===== src/rtl/pll_led_monitor_if.sv =====
// Control/readout bundle for the LED frequency monitor.
// The master side (bench or debug logic) drives led, start and rd_sel.
// The slave side (the monitor) returns status and the selected result.
interface pll_led_monitor_if #(
  parameter int CHANNELS  = 7,
  parameter int CNT_WIDTH = 16
);
  logic [CHANNELS-1:0]  led;
  logic                 start;
  logic                 busy;
  logic                 done;
  logic [2:0]           rd_sel;
  logic [CNT_WIDTH-1:0] rd_count;
  logic                 rd_sat;
  logic [CHANNELS-1:0]  active;

  modport master (
    output led, start, rd_sel,
    input  busy, done, rd_count, rd_sat, active
  );

  modport slave (
    input  led, start, rd_sel,
    output busy, done, rd_count, rd_sat, active
  );
endinterface


===== src/rtl/pll_led_monitor.sv =====
// LED frequency monitor.
// Counts rising edges on each led input over a fixed gate window, then
// latches the per-channel counts and saturation flags for readout.

// Per-channel path: input synchronizer, rise detector, saturating working
// counter and the latched result.
module pll_led_monitor_chan #(
  parameter int CNT_WIDTH = 16
) (
  input  logic                 clk,
  input  logic                 rst,
  input  logic                 led,
  input  logic                 clr,
  input  logic                 cnt_en,
  input  logic                 capture,
  output logic [CNT_WIDTH-1:0] res_cnt,
  output logic                 res_sat
);
  logic                 s1, s2, p;
  logic                 rise;
  logic [CNT_WIDTH-1:0] cnt, cnt_nxt;
  logic                 sat, sat_nxt;

  assign rise = s2 & ~p;

  // Next working count; at full scale a further rise only sets the sat flag.
  always_comb begin
    cnt_nxt = cnt;
    sat_nxt = sat;
    if (cnt_en && rise) begin
      if (cnt == '1) sat_nxt = 1'b1;
      else           cnt_nxt = cnt + 1'b1;
    end
  end

  // Synchronizer runs in every state; the capture takes the next value so an
  // edge in the final gate cycle is included.
  always_ff @(posedge clk) begin
    if (rst) begin
      s1      <= 1'b0;
      s2      <= 1'b0;
      p       <= 1'b0;
      cnt     <= '0;
      sat     <= 1'b0;
      res_cnt <= '0;
      res_sat <= 1'b0;
    end else begin
      s1 <= led;
      s2 <= s1;
      p  <= s2;
      if (clr) begin
        cnt <= '0;
        sat <= 1'b0;
      end else begin
        cnt <= cnt_nxt;
        sat <= sat_nxt;
      end
      if (capture) begin
        res_cnt <= cnt_nxt;
        res_sat <= sat_nxt;
      end
    end
  end
endmodule

module pll_led_monitor #(
  parameter int CHANNELS    = 7,
  parameter int GATE_CYCLES = 1000,
  parameter int CNT_WIDTH   = 16
) (
  input logic              clk,
  input logic              RST,
  pll_led_monitor_if.slave bus
);
  localparam int            GW        = $clog2(GATE_CYCLES + 1);
  localparam logic [GW-1:0] GATE_LAST = GW'(GATE_CYCLES - 1);

  typedef enum logic [1:0] {IDLE, ARM, GATE, DONE} state_t;

  state_t               state, state_nxt;
  logic [1:0]           arm_cnt;
  logic [GW-1:0]        gate_cnt;
  logic                 clr, cnt_en, capture;
  logic [CHANNELS-1:0][CNT_WIDTH-1:0] res_cnt;
  logic [CHANNELS-1:0]  res_sat;
  logic [CNT_WIDTH-1:0] rd_count;
  logic                 rd_sat;

  // State register plus ARM/GATE cycle counters; each counter idles at 0
  // outside its own state so it starts fresh on entry.
  always_ff @(posedge clk) begin
    if (RST) begin
      state    <= IDLE;
      arm_cnt  <= '0;
      gate_cnt <= '0;
    end else begin
      state    <= state_nxt;
      arm_cnt  <= (state == ARM)  ? arm_cnt + 2'd1   : 2'd0;
      gate_cnt <= (state == GATE) ? gate_cnt + 1'b1  : '0;
    end
  end

  // Next state and per-channel strobes.
  always_comb begin
    state_nxt = state;
    clr       = 1'b0;
    cnt_en    = 1'b0;
    capture   = 1'b0;
    case (state)
      IDLE: if (bus.start) begin
        state_nxt = ARM;
        clr       = 1'b1;
      end
      ARM:  if (arm_cnt == 2'd2) state_nxt = GATE;
      GATE: begin
        cnt_en = 1'b1;
        if (gate_cnt == GATE_LAST) begin
          state_nxt = DONE;
          capture   = 1'b1;
        end
      end
      DONE: state_nxt = IDLE;
      default: state_nxt = IDLE;
    endcase
  end

  for (genvar i = 0; i < CHANNELS; i++) begin : g_chan
    pll_led_monitor_chan #(.CNT_WIDTH(CNT_WIDTH)) u_chan (
      .clk     (clk),
      .rst     (RST),
      .led     (bus.led[i]),
      .clr     (clr),
      .cnt_en  (cnt_en),
      .capture (capture),
      .res_cnt (res_cnt[i]),
      .res_sat (res_sat[i])
    );
    assign bus.active[i] = |res_cnt[i];
  end

  // Readout mux; selects beyond the channel count read as zero.
  always_comb begin
    rd_count = '0;
    rd_sat   = 1'b0;
    for (int i = 0; i < CHANNELS; i++) begin
      if (bus.rd_sel == 3'(i)) begin
        rd_count = res_cnt[i];
        rd_sat   = res_sat[i];
      end
    end
  end

  assign bus.rd_count = rd_count;
  assign bus.rd_sat   = rd_sat;
  assign bus.busy     = (state != IDLE);
  assign bus.done     = (state == DONE);
endmodule


===== src/flat_wrapper.sv =====
// flat-port wrapper written by rule: the top's interface ports become plain ports
module pll_led_monitor_flat 
#(
  parameter int CHANNELS    = 7,
  parameter int GATE_CYCLES = 1000,
  parameter int CNT_WIDTH   = 16
)
  (clk, RST, bus_led, bus_start, bus_rd_sel, bus_busy, bus_done, bus_rd_count, bus_rd_sat, bus_active);
  pll_led_monitor_if #(.CHANNELS(CHANNELS), .CNT_WIDTH(CNT_WIDTH)) bus_i ();
  input logic clk;
  input logic RST;
  input wire logic [$bits(bus_i.led)-1:0] bus_led;
  input wire logic [$bits(bus_i.start)-1:0] bus_start;
  input wire logic [$bits(bus_i.rd_sel)-1:0] bus_rd_sel;
  output wire logic [$bits(bus_i.busy)-1:0] bus_busy;
  output wire logic [$bits(bus_i.done)-1:0] bus_done;
  output wire logic [$bits(bus_i.rd_count)-1:0] bus_rd_count;
  output wire logic [$bits(bus_i.rd_sat)-1:0] bus_rd_sat;
  output wire logic [$bits(bus_i.active)-1:0] bus_active;
  assign bus_i.led = bus_led;
  assign bus_i.start = bus_start;
  assign bus_i.rd_sel = bus_rd_sel;
  assign bus_busy = bus_i.busy;
  assign bus_done = bus_i.done;
  assign bus_rd_count = bus_i.rd_count;
  assign bus_rd_sat = bus_i.rd_sat;
  assign bus_active = bus_i.active;
  pll_led_monitor #(.CHANNELS(CHANNELS), .GATE_CYCLES(GATE_CYCLES), .CNT_WIDTH(CNT_WIDTH)) u_core (.clk(clk), .RST(RST), .bus(bus_i));
endmodule

===== config.mk =====
export PLATFORM = sky130hd
export DESIGN_NAME = pll_led_monitor_flat
export DESIGN_NICKNAME = d
export VERILOG_FILES = /design/src/rtl/pll_led_monitor_if.sv /design/src/rtl/pll_led_monitor.sv /design/src/flat_wrapper.sv
export SDC_FILE = /design/constraint.sdc
export NUM_CORES = 1
export LEC_CHECK = 0
export ABC_AREA = 1
export CAP_MARGIN = 20
export CORE_MARGIN = 10
export CORE_UTILIZATION = 45
export DETAILED_ROUTE_END_ITERATION = 12
export GPL_TIMING_DRIVEN = 1
export PLACE_DENSITY = 0.66
export SYNTH_ARGS = -nofsm -noshare
export SYNTH_HDL_FRONTEND = slang
export SYNTH_SLANG_ARGS = --single-unit

===== constraint.sdc =====
create_clock -name clk -period 2.1 [get_ports clk]
set_input_delay 0.525 -clock clk [delete_from_list [all_inputs] [get_ports clk]]
set_output_delay 0.525 -clock clk [all_outputs]
set_load 0.005 [all_outputs]

==> results of run 1 <==
## state kept, by name, indices dropped and copies added (netlist names)
register                      cells
u_core.g_chan.u_chan.s2           7
u_core.g_chan.u_chan.cnt        112
u_core.g_chan.u_chan.sat          7
u_core.g_chan.u_chan.res_cnt    112
u_core.g_chan.u_chan.s1           7
u_core.g_chan.u_chan.res_sat      7
u_core.g_chan.u_chan.p            7
u_core.state                      2
u_core.gate_cnt                  10
u_core.arm_cnt                    2
## per-stage QoR
stage | hold WS (ns) | instance area [um2] | setup WS, ns | cells
floorplan | 0.388 | 14100 | 0.0200 | 2156
global placement | 0.393 | 15400 | -1.07 | 2603
detailed placement | 0.394 | 15400 | -1.06 | 2603
CTS | 0.275 | 17100 | -0.108 | 2687
global route | 0.294 | 17300 | -0.175 | 2689
finish | 0.288 | 17300 | -0.190 | 2689
## metal layers
metal	part of all wire (%)	vias up	global-route usage, %	routed length [um]
li1	-	7191	-	-
met4	1.8	0	4.36	760
met1	45	6736	28.4	19200
met3	6.1	62	2.90	2590
met5	0	-	0	0
met2	47	373	36.2	19900
## critical path: stages
cell and delay [ns]:
buf_8 0.10, buf_6 0.13, nand3_4 0.08, buf_12 0.12, buf_6 0.11, o221ai_1 0.11
nor2_1 0.25, nand4_1 0.17, buf_2 0.16
## cell usage after synthesis
cell type / instances
nand2_1: 559
inv_1: 317
dfxtp_1: 273
nor2_1: 219
nand3_1: 194
a21oi_1: 166
o21ai_0: 81
nand4_1: 59
o21a_1: 39
nand3b_1: 31
clkbuf_1: 28
nor4_1: 28
nor3_1: 22
buf_2: 20
o22ai_1: 16
ha_1: 14
xor2_1: 14
buf_4: 13
buf_1: 11
inv_2: 8
nor2_2: 8
xnor2_1: 8
nor2_4: 5
nor3_2: 5
o21ai_1: 5
o221ai_1: 3
clkinv_1: 2
o211ai_1: 2
o21bai_1: 2
a21oi_2: 1
and3_1: 1
clkbuf_2: 1
o2111a_1: 1
## worst max path at each step
stage                   from  cells past startpoint  slack (ns)                to
4_1_cts        bus_rd_sel[0]                      9       -0.11  bus_rd_count[14]
2_1_floorplan  bus_rd_sel[1]                      6        0.02  bus_rd_count[10]
3_5_place_dp   bus_rd_sel[2]                      8       -1.06   bus_rd_count[9]
6_report       bus_rd_sel[0]                      9       -0.19        bus_rd_sat
5_1_grt        bus_rd_sel[0]                     11       -0.18   bus_rd_count[6]
3_3_place_gp   bus_rd_sel[2]                      8       -1.07  bus_rd_count[13]
## logic make-up (layout without fill, tap and decap cells)
group,after synthesis,after routing,share of synthesized area (%)
flip-flops,273,273,38.8
buffers and inverters,400,537,11.2
AND/OR/NAND/NOR,1131,1131,35.1
XOR/XNOR,22,22,1.37
AO/OA/AOI/OAI,316,316,12.3
adder cells (fa/ha/maj),14,14,1.24
## layout make-up
type,instances,area share [%]
clock inverter,14,1.08
multi-input combinational,1483,43.8
inverter,327,7.19
timing repair buffer,154,8.38
tap,396,2.86
sequential,273,31.8
clock buffer,42,4.89
## report_power, final
part	internal (mW)	total [mW]	switching (mW)
logic	0.355	0.979	0.624
clock network	3.30	5.49	2.19
registers	5.23	5.26	0.0352
total	8.88	11.7	2.85
## repair_timing
item	CTS	global route
gates cloned	4	1
resized for setup	264	61
setup endpoints to repair	26	79
pin swaps	46	23
buffers inserted	24	2
==> flow_metrics.py, run 1 <==
metrics = {
    "run_status": {
        "status": "complete, but fails checks",
        "violations": "negative setup slack",
    },
    "detailed_routing": {
        "drtPass1Iterations": 9,
        "drt-initial-drc-count": 1116,
        "drc_errors": 0,
        "wire_per_inst_um": 15.8,
        "wl_um": 42500,
        "viasPerCell": 5.34,
        "final_antenna_net_count": 0,
        "via_count": 14362,
    },
    "global_route": {
        "antenna_found_initial": 0,
        "gr-usage-all-layers_pct": 21.3,
        "grt_max_degree": 66,
        "grt_overflow": 0,
        "grt_first_pass_wirelength_um": 68700,
        "grt_pass1_vias": 13451,
    },
    "floorplanning": {
        "die_w_um": 197,
        "rows": 64,
        "ios": 39,
        "dieHeight_um": 197,
        "start_util_pct": 45.8,
        "dieArea_um2": 38800,
        "core_um2": 30700,
    },
    "sta": {
        "finalWorstSetupSlack_ns": -0.190,
        "fin_setup_tns_ns": -1.80,
        "hold_viol": 0,
        "fin_crit_sh_pct": 109,
        "fin_crit_ns": 2.29,
        "skew_ns": 0.0132,
        "slew_violations": 0,
        "setup_violations": 19,
        "relSlewSlack_pct": 72.4,
        "max_freq_ghz": 0.437,
        "rsz0062_at_grt": "true",
        "max_slew.worst_pin.slew_ns": 0.413,
    },
    "clocking": {
        "cts_buffers": 30,
        "cts.path.max_buffers": 3,
        "cts_root_buf": "clkbuf_16",
        "cts_hold_buffers": 0,
        "htreeDepth": 1,
        "clk_pin_slew_ns": 0.06,
        "cts.sinks": 273,
        "insertion_delay_ns": 0.57,
        "cts_tree": "built",
    },
    "synthesis": {
        "yosys_warnings": 0,
        "netlist-cell-type-count": 33,
        "ys_seq_elements": 273,
        "syn_inst": 2156,
        "syn-num-nets": 2183,
        "syn_area_per_cell_um2": 6.53,
        "synth_area_leaders": "dfxtp_1, nand2_1, inv_1",
        "synthesis.area_um2": 14100,
        "synth_top_area_share_pct": 38.8,
        "yosys.area.top_type": "dfxtp_1",
        "seq_area_frac_synth_pct": 38.8,
    },
    "placement": {
        "dp_hpwl_um": 31000,
        "gp_congestion": 0.950,
        "port_buffers": 38,
    },
    "setup_path": {
        "r2r_cells": 11,
        "r2r_end": "u_core.g_chan[0].u_chan.res_cnt[6]",
        "r2r_setup_slack_ns": 0.19,
        "start_kind": "primary input",
        "critPathRequiredTime_ns": 1.57,
        "cp-end-kind": "primary output",
        "crit_arrival_ns": 1.76,
        "worst-setup-path-type": "in2out",
        "rr_startpoint": "u_core.gate_cnt[0]",
        "cp_max_fo": 4,
    },
    "min_path": {
        "hp-class": "in2reg",
        "hp-start": "RST",
        "hold-path-endpoint": "u_core.g_chan[0].u_chan.p",
        "min_path_cells": 2,
    },
    "pwr": {
        "power_mw": 11.7,
        "pwr_density_cell_nw_per_um2": 678,
        "peakVddDrop_mv": 0.566,
        "p_leak_nw": 7.22,
    },
    "finish": {
        "drive_gt1_share_pct": 15.7,
        "n_antenna_cell": 0,
        "final_cell_mix": "nand2_1, inv_1, dfxtp_1",
        "finalCoreUtilization_pct": 56.3,
        "syn_to_final_growth_pct": 23.0,
        "nFillCells": 3011,
        "final_nets": 2296,
        "multiInputGateArea_um2": 7590,
        "regArea_um2": 5500,
        "final_common_cell": "nand2_1",
    },
    "job": {
        "max-cap-violations": 0,
    },
}
Power figures use the tool's default switching activity.
==> run 2, diff against run 1 <==
- CAP_MARGIN: 20 -> not set
- CTS_CLUSTER_SIZE: not set -> 40
==> results of run 2 <==
No change in the layout: final DEF, timing and power equal those of run 1.
